==> src/rtl/waterfall_frame_sched.sv <==
// Waterfall write-side scheduler: frame sync, decimation and framing checks.
// Optional per-bin peak hold over the decimation window: WATERFALL_PEAK_HOLD_EN.
module waterfall_frame_sched #(
   parameter int NUM_BINS = 512,
   parameter int BIN_W    = 9,
   parameter int DATA_W   = 8
) (
   input  logic              clk,
   input  logic              rst_n,
   input  logic [DATA_W-1:0] spec_in,
   input  logic              spec_valid,
   input  logic              spec_last,
   input  logic              cfg_enable,
   input  logic [7:0]        cfg_decim,
   output logic [DATA_W-1:0] log_out,
   output logic              log_valid,
   output logic              log_last,
   output logic              frame_tick,
   output logic              err_frame
);

   typedef enum logic [2:0] {
      SYNC,
      BOUNDARY,
      PASS,
      SKIP,
      DRAIN
   } state_t;

   localparam logic [BIN_W-1:0] LAST_BIN = BIN_W'(NUM_BINS - 1);

   state_t            state_q, state_d, cur_c;
   logic [BIN_W-1:0]  bin_q, bin_d;
   logic [7:0]        dcnt_q, dcnt_d;
   logic [7:0]        dec_q, dec_d;
   logic              en_q, en_d;
   logic              acc_c, emit_c, last_c, err_c, fend_c;

   logic [DATA_W-1:0] s1_data_q;
   logic              s1_vld_q, s1_last_q, s1_err_q;
   logic [DATA_W-1:0] out_data_c;

   logic [DATA_W-1:0] log_out_q;
   logic              log_valid_q, log_last_q, frame_tick_q, err_q;

`ifdef WATERFALL_PEAK_HOLD_EN
   logic [DATA_W-1:0] mem [NUM_BINS];
   logic [DATA_W-1:0] rd_q, pk_max_c, wdata_c;
   logic [BIN_W-1:0]  s1_bin_q, clr_cnt_q;
   logic              s1_wr_q, clr_q, wr_c;

   assign acc_c    = spec_valid && !clr_q;
   assign wr_c     = acc_c && (cur_c == PASS || cur_c == SKIP);
   assign pk_max_c = (s1_data_q > rd_q) ? s1_data_q : rd_q;
   assign wdata_c  = s1_vld_q ? '0 : pk_max_c;
   assign out_data_c = pk_max_c;
`else
   assign acc_c      = spec_valid;
   assign out_data_c = s1_data_q;
`endif

   // Next-state: boundary decision, framing checks and decimation count.
   always_comb begin
      state_d = state_q;
      bin_d   = bin_q;
      dcnt_d  = dcnt_q;
      en_d    = en_q;
      dec_d   = dec_q;
      cur_c   = state_q;
      emit_c  = 1'b0;
      last_c  = 1'b0;
      err_c   = 1'b0;
      fend_c  = 1'b0;
      if (acc_c && state_q == BOUNDARY) begin
         en_d  = cfg_enable;
         dec_d = (cfg_decim == 8'd0) ? 8'd1 : cfg_decim;
         cur_c = (cfg_enable && dcnt_q == 8'd0) ? PASS : SKIP;
      end
      if (acc_c) begin
         case (cur_c)
            SYNC, DRAIN: begin
               if (spec_last) state_d = BOUNDARY;
            end
            PASS, SKIP: begin
               if (spec_last) begin
                  fend_c  = 1'b1;
                  err_c   = (bin_q != LAST_BIN);
                  state_d = BOUNDARY;
                  bin_d   = '0;
               end else if (bin_q == LAST_BIN) begin
                  fend_c  = 1'b1;
                  err_c   = 1'b1;
                  state_d = DRAIN;
                  bin_d   = '0;
               end else begin
                  state_d = cur_c;
                  bin_d   = bin_q + 1'b1;
               end
               emit_c = (cur_c == PASS);
               last_c = fend_c && (cur_c == PASS);
            end
            default: ;
         endcase
      end
      if (fend_c) begin
         if (!en_d || dcnt_q >= 8'(dec_d - 8'd1)) dcnt_d = 8'd0;
         else dcnt_d = dcnt_q + 8'd1;
      end
   end

   // Control state and latched configuration.
   always_ff @(posedge clk) begin
      if (!rst_n) begin
         state_q <= SYNC;
         bin_q   <= '0;
         dcnt_q  <= 8'd0;
         en_q    <= 1'b0;
         dec_q   <= 8'd1;
      end else begin
         state_q <= state_d;
         bin_q   <= bin_d;
         dcnt_q  <= dcnt_d;
         en_q    <= en_d;
         dec_q   <= dec_d;
      end
   end

   // Input register stage carrying the per-bin decision.
   always_ff @(posedge clk) begin
      if (!rst_n) begin
         s1_data_q <= '0;
         s1_vld_q  <= 1'b0;
         s1_last_q <= 1'b0;
         s1_err_q  <= 1'b0;
      end else begin
         s1_data_q <= spec_in;
         s1_vld_q  <= emit_c;
         s1_last_q <= last_c;
         s1_err_q  <= err_c;
      end
   end

   // Output register stage; data is zeroed outside valid slots.
   always_ff @(posedge clk) begin
      if (!rst_n) begin
         log_out_q    <= '0;
         log_valid_q  <= 1'b0;
         log_last_q   <= 1'b0;
         frame_tick_q <= 1'b0;
         err_q        <= 1'b0;
      end else begin
         log_out_q    <= s1_vld_q ? out_data_c : '0;
         log_valid_q  <= s1_vld_q;
         log_last_q   <= s1_last_q;
         frame_tick_q <= s1_last_q;
         err_q        <= s1_err_q;
      end
   end

`ifdef WATERFALL_PEAK_HOLD_EN
   // Peak-hold side stage: bin address, write enable and clear sweep.
   always_ff @(posedge clk) begin
      if (!rst_n) begin
         s1_bin_q  <= '0;
         s1_wr_q   <= 1'b0;
         clr_q     <= 1'b1;
         clr_cnt_q <= '0;
      end else begin
         s1_bin_q <= bin_q;
         s1_wr_q  <= wr_c;
         if (clr_q) begin
            clr_cnt_q <= clr_cnt_q + 1'b1;
            if (clr_cnt_q == LAST_BIN) clr_q <= 1'b0;
         end
      end
   end

   // Peak RAM: sync read with bypass of the same-cycle write.
   always_ff @(posedge clk) begin
      if (clr_q) mem[clr_cnt_q] <= '0;
      else if (s1_wr_q) mem[s1_bin_q] <= wdata_c;
      if (s1_wr_q && !clr_q && s1_bin_q == bin_q) rd_q <= wdata_c;
      else rd_q <= mem[bin_q];
   end
`endif

   assign log_out    = log_out_q;
   assign log_valid  = log_valid_q;
   assign log_last   = log_last_q;
   assign frame_tick = frame_tick_q;
   assign err_frame  = err_q;

endmodule

==> config.mk <==
export PLATFORM = sky130hd
export DESIGN_NAME = waterfall_frame_sched
export DESIGN_NICKNAME = d
export VERILOG_FILES = /design/src/rtl/waterfall_frame_sched.sv
export SDC_FILE = /design/constraint.sdc
export NUM_CORES = 1
export LEC_CHECK = 0
export CORE_ASPECT_RATIO = 1.25
export CORE_MARGIN = 4
export CORE_UTILIZATION = 49
export CTS_CLUSTER_DIAMETER = 100
export DETAILED_ROUTE_END_ITERATION = 12
export MAX_ROUTING_LAYER = met4
export PLACE_DENSITY = 0.85
export SLEW_MARGIN = 20
export SYNTH_ARGS = -nofsm -noshare
export SYNTH_HDL_FRONTEND = slang
export SYNTH_SLANG_ARGS = --single-unit
==> constraint.sdc <==
create_clock -name clk -period 3.89 [get_ports clk]
set_input_delay 0.9725 -clock clk [delete_from_list [all_inputs] [get_ports clk]]
set_output_delay 0.9725 -clock clk [all_outputs]
set_load 0.01 [all_outputs]
==> results.toml <==
[floorplanning]
rows = 28
fp.coreArea_um2 = 4760
dieArea_um2 = 6130
die_x_um = 70.8
initial_utilization_pct = 50.8
ios = 33
die_h_um = 86.6

[placed_design]
io_buffers = 32
dp_cells = 386
placed_area_um2 = 2980
dpl.hpwl_um = 3860
gp_congestion = 0.824

[worst_setup_path]
path_cells = "clkdlybuf4s50_1 > a211oi_2 > a22o_1 > nand3b_1 > xnor2_2 > a211oi_2 > ha_1 > nand2_1 > o21ai_0 > a211o_1 > or2_4 > or3b_1 > a21boi_1"
max_stage_delay_ns = 0.45
cp.arrival_ns = 3.96
slowest_stage = "clkdlybuf4s50_1"
path_class = "primary input to flop"
start_kind = "primary input"
cp_max_fo = 7
crit_top_cell = "a211oi_2"
endpoint_kind = "flop"
cp.required_ns = 4.13

[power]
power_density_nw_per_um2 = 329
power_uw = 1060
p_leak_uw = 0.00135
irDropWorstVdd_uv = 233

[routing]
drt_iter0_markers = 92
drc = 0
num_vias = 2151
first_pass_iters = 4
wl_um = 5720
viasPerCell = 5.43
wl_per_cell_um = 14.5
ant_nets = 0

[yosys]
syn_nets = 309
yosys_register_bits = 51
mappedNetlistArea_um2 = 2420
synth_area_per_cell_um2 = 8.79
yosysSeqAreaShare_pct = 42.2
synth_edf_count = 0
yosys_warnings = 0
syn_inst = 275
synthArstFlopShare_pct = 0
synth.distinct_cells = 44
synthFlopType = "dfxtp_1"

[sta]
setup_viol = 0
finalHoldViolCount = 0
min_period_over_period_pct = 95.7
layout_min_cycle_time_ns = 3.72
worst_pin_slew_ns = 0.996
final_max_slew_viol_count = 0
relSlewSlack_pct = 33.4
clock_skew_ns = 0.00283
max_freq_ghz = 0.269

[grt]
antenna_found_initial = 0
grt_use_total_pct = 19.5
grt_pass1_vias = 2083
grt_max_degree = 38
grt-ovfl-total = 0
grt_first_pass_wirelength_um = 9400

[cells_and_area]
mostFrequentLayoutCells = "51 x dfxtp_1, 29 x buf_4, 28 x nand2_1, 25 x clkdlybuf4s50_1, 19 x o21ai_0"
drive_gt1_share_pct = 16.1
design_area_um2 = 3210
final_nets = 369
instances_no_fill = 396
nFillCells = 371
syn_to_final_growth_pct = 32.9
diodes = 0
postLayoutCoreUtil_pct = 67.4
final_common_cell = "dfxtp_1"

[clock_network]
worstSkewPairLatency_ns = 0.30
cts_tree = "yes"
htree_levels = 2
cts_root_buf = "clkbuf_8"
clock_sinks = 51
path_clk_slew_ns = 0.09
cts_buffers = 5
clock_path_buffers = 2

[outcome]
status = "finished, final reports clean"

[job]
cap_violations = 0

[min_path]
hold_path.class = "flop to flop"
## Yosys cell counts (2+ instances only)
library cell | count | share of area, %
a21boi_0 | 4 | 1.2
a211oi_1 | 3 | 0.93
or3b_1 | 4 | 1.4
xor2_1 | 3 | 1.1
or3_1 | 3 | 0.78
and3_1 | 15 | 3.9
nand2_1 | 29 | 4.5
nor2_1 | 12 | 1.9
o21a_1 | 2 | 0.62
xnor2_1 | 4 | 1.4
a21boi_1 | 6 | 1.9
and2_1 | 15 | 3.9
nor2b_1 | 16 | 4.1
a31oi_1 | 2 | 0.52
ha_1 | 13 | 6.7
nor3_1 | 8 | 1.7
nor4_1 | 4 | 1.0
clkbuf_1 | 6 | 0.93
o21ai_0 | 20 | 4.1
nor3b_1 | 3 | 0.93
and2b_1 | 2 | 0.62
dfxtp_1 | 51 | 42
a21oi_1 | 15 | 3.1
inv_1 | 7 | 1.1
mux2i_1 | 5 | 2.1
nand3_1 | 5 | 1.0
## stage by stage
step / worst slack (ns) / setup TNS, ns / hold WS, ns
finish: 0.168 / 0 / 0.457
global route: -0.0160 / -0.0268 / 0.477
CTS: 0.000184 / 0 / 0.450
detailed placement: -0.391 / -2.33 / 0.418
global placement: -0.279 / -1.62 / 0.418
floorplan: 0.195 / 0 / 0.412
## report_power, final
group          switching [µW]  leakage [µW]  internal, µW
sequential               7.72      0.000414           533
combinational            63.5      0.000879          69.1
clock                     174     0.0000618           212
## cell type report
cell class | instances | area [µm²] | share of cell area, %
clock buffer | 6 | 82.6 | 2.57
sequential | 51 | 1020 | 31.8
inverter | 7 | 26.3 | 0.818
tap | 60 | 75.1 | 2.34
multi-input combinational | 209 | 1420 | 44.1
clock inverter | 2 | 38.8 | 1.21
timing repair buffer | 61 | 552 | 17.2
## critical path, delay by kind of cell
| family | cells | cell delay (ns) |
|---|---|---|
| buffers and inverters | 1 | 0.45 |
| and+or+nand+nor | 4 | 0.92 |
| adders and majority gates | 1 | 0.27 |
| xor gates and xnor gates | 1 | 0.17 |
| AOI/OAI and AO/OA | 6 | 1.17 |
## flip-flops by register name, indices dropped and copies added (netlist names)
signal and flops:
dec_q 8, s1_last_q 1, s1_vld_q 1, err_frame 1, state_q 3, dcnt_q 8
log_valid 1, out_data_c 8, s1_err_q 1, en_q 1, log_out 8, bin_q 9
frame_tick 1
## logic make-up after synthesis
family	synth area share, %
and+or+nand+nor	28.5
xor gates and xnor gates	2.53
buffers and inverters	2.79
DFF	42.2
muxes	2.07
AOI/OAI and AO/OA	15.2
adders and majority gates	6.73
## worst paths after layout
| kind | from | endpoint | slack (ns) | cells past startpoint |
|---|---|---|---|---|
| min | s1_err_q$_SDFF_PN0_ | err_frame$_SDFF_PN0_ | 0.46 | 1 |
| max | cfg_decim[1] | dcnt_q[3]$_SDFFE_PN0P_ | 0.17 | 13 |
| max reg2reg | state_q[0]$_SDFFE_PN0P_ | dcnt_q[3]$_SDFFE_PN0P_ | 0.68 | 13 |
| min reg2reg | s1_err_q$_SDFF_PN0_ | err_frame$_SDFF_PN0_ | 0.46 | 1 |
## routing by layer
metal	vias up	wire [µm]	track usage (%)	part of all wire, %
li1	1086	-	-	-
met1	1011	2380	21.6	42
met2	43	3030	34.5	53
met3	11	183	3.71	3.2
met4	0	120	7.35	2.1
met5	-	0	-	0
## timing repair
item	in CTS	in global routing
endpoints found under the setup margin	6	7
hold buffers	0	0
buffers inserted	0	2
gates resized for setup	6	17
pin swaps	1	11
gates cloned	0	0
(Power assumes the default switching activity.)
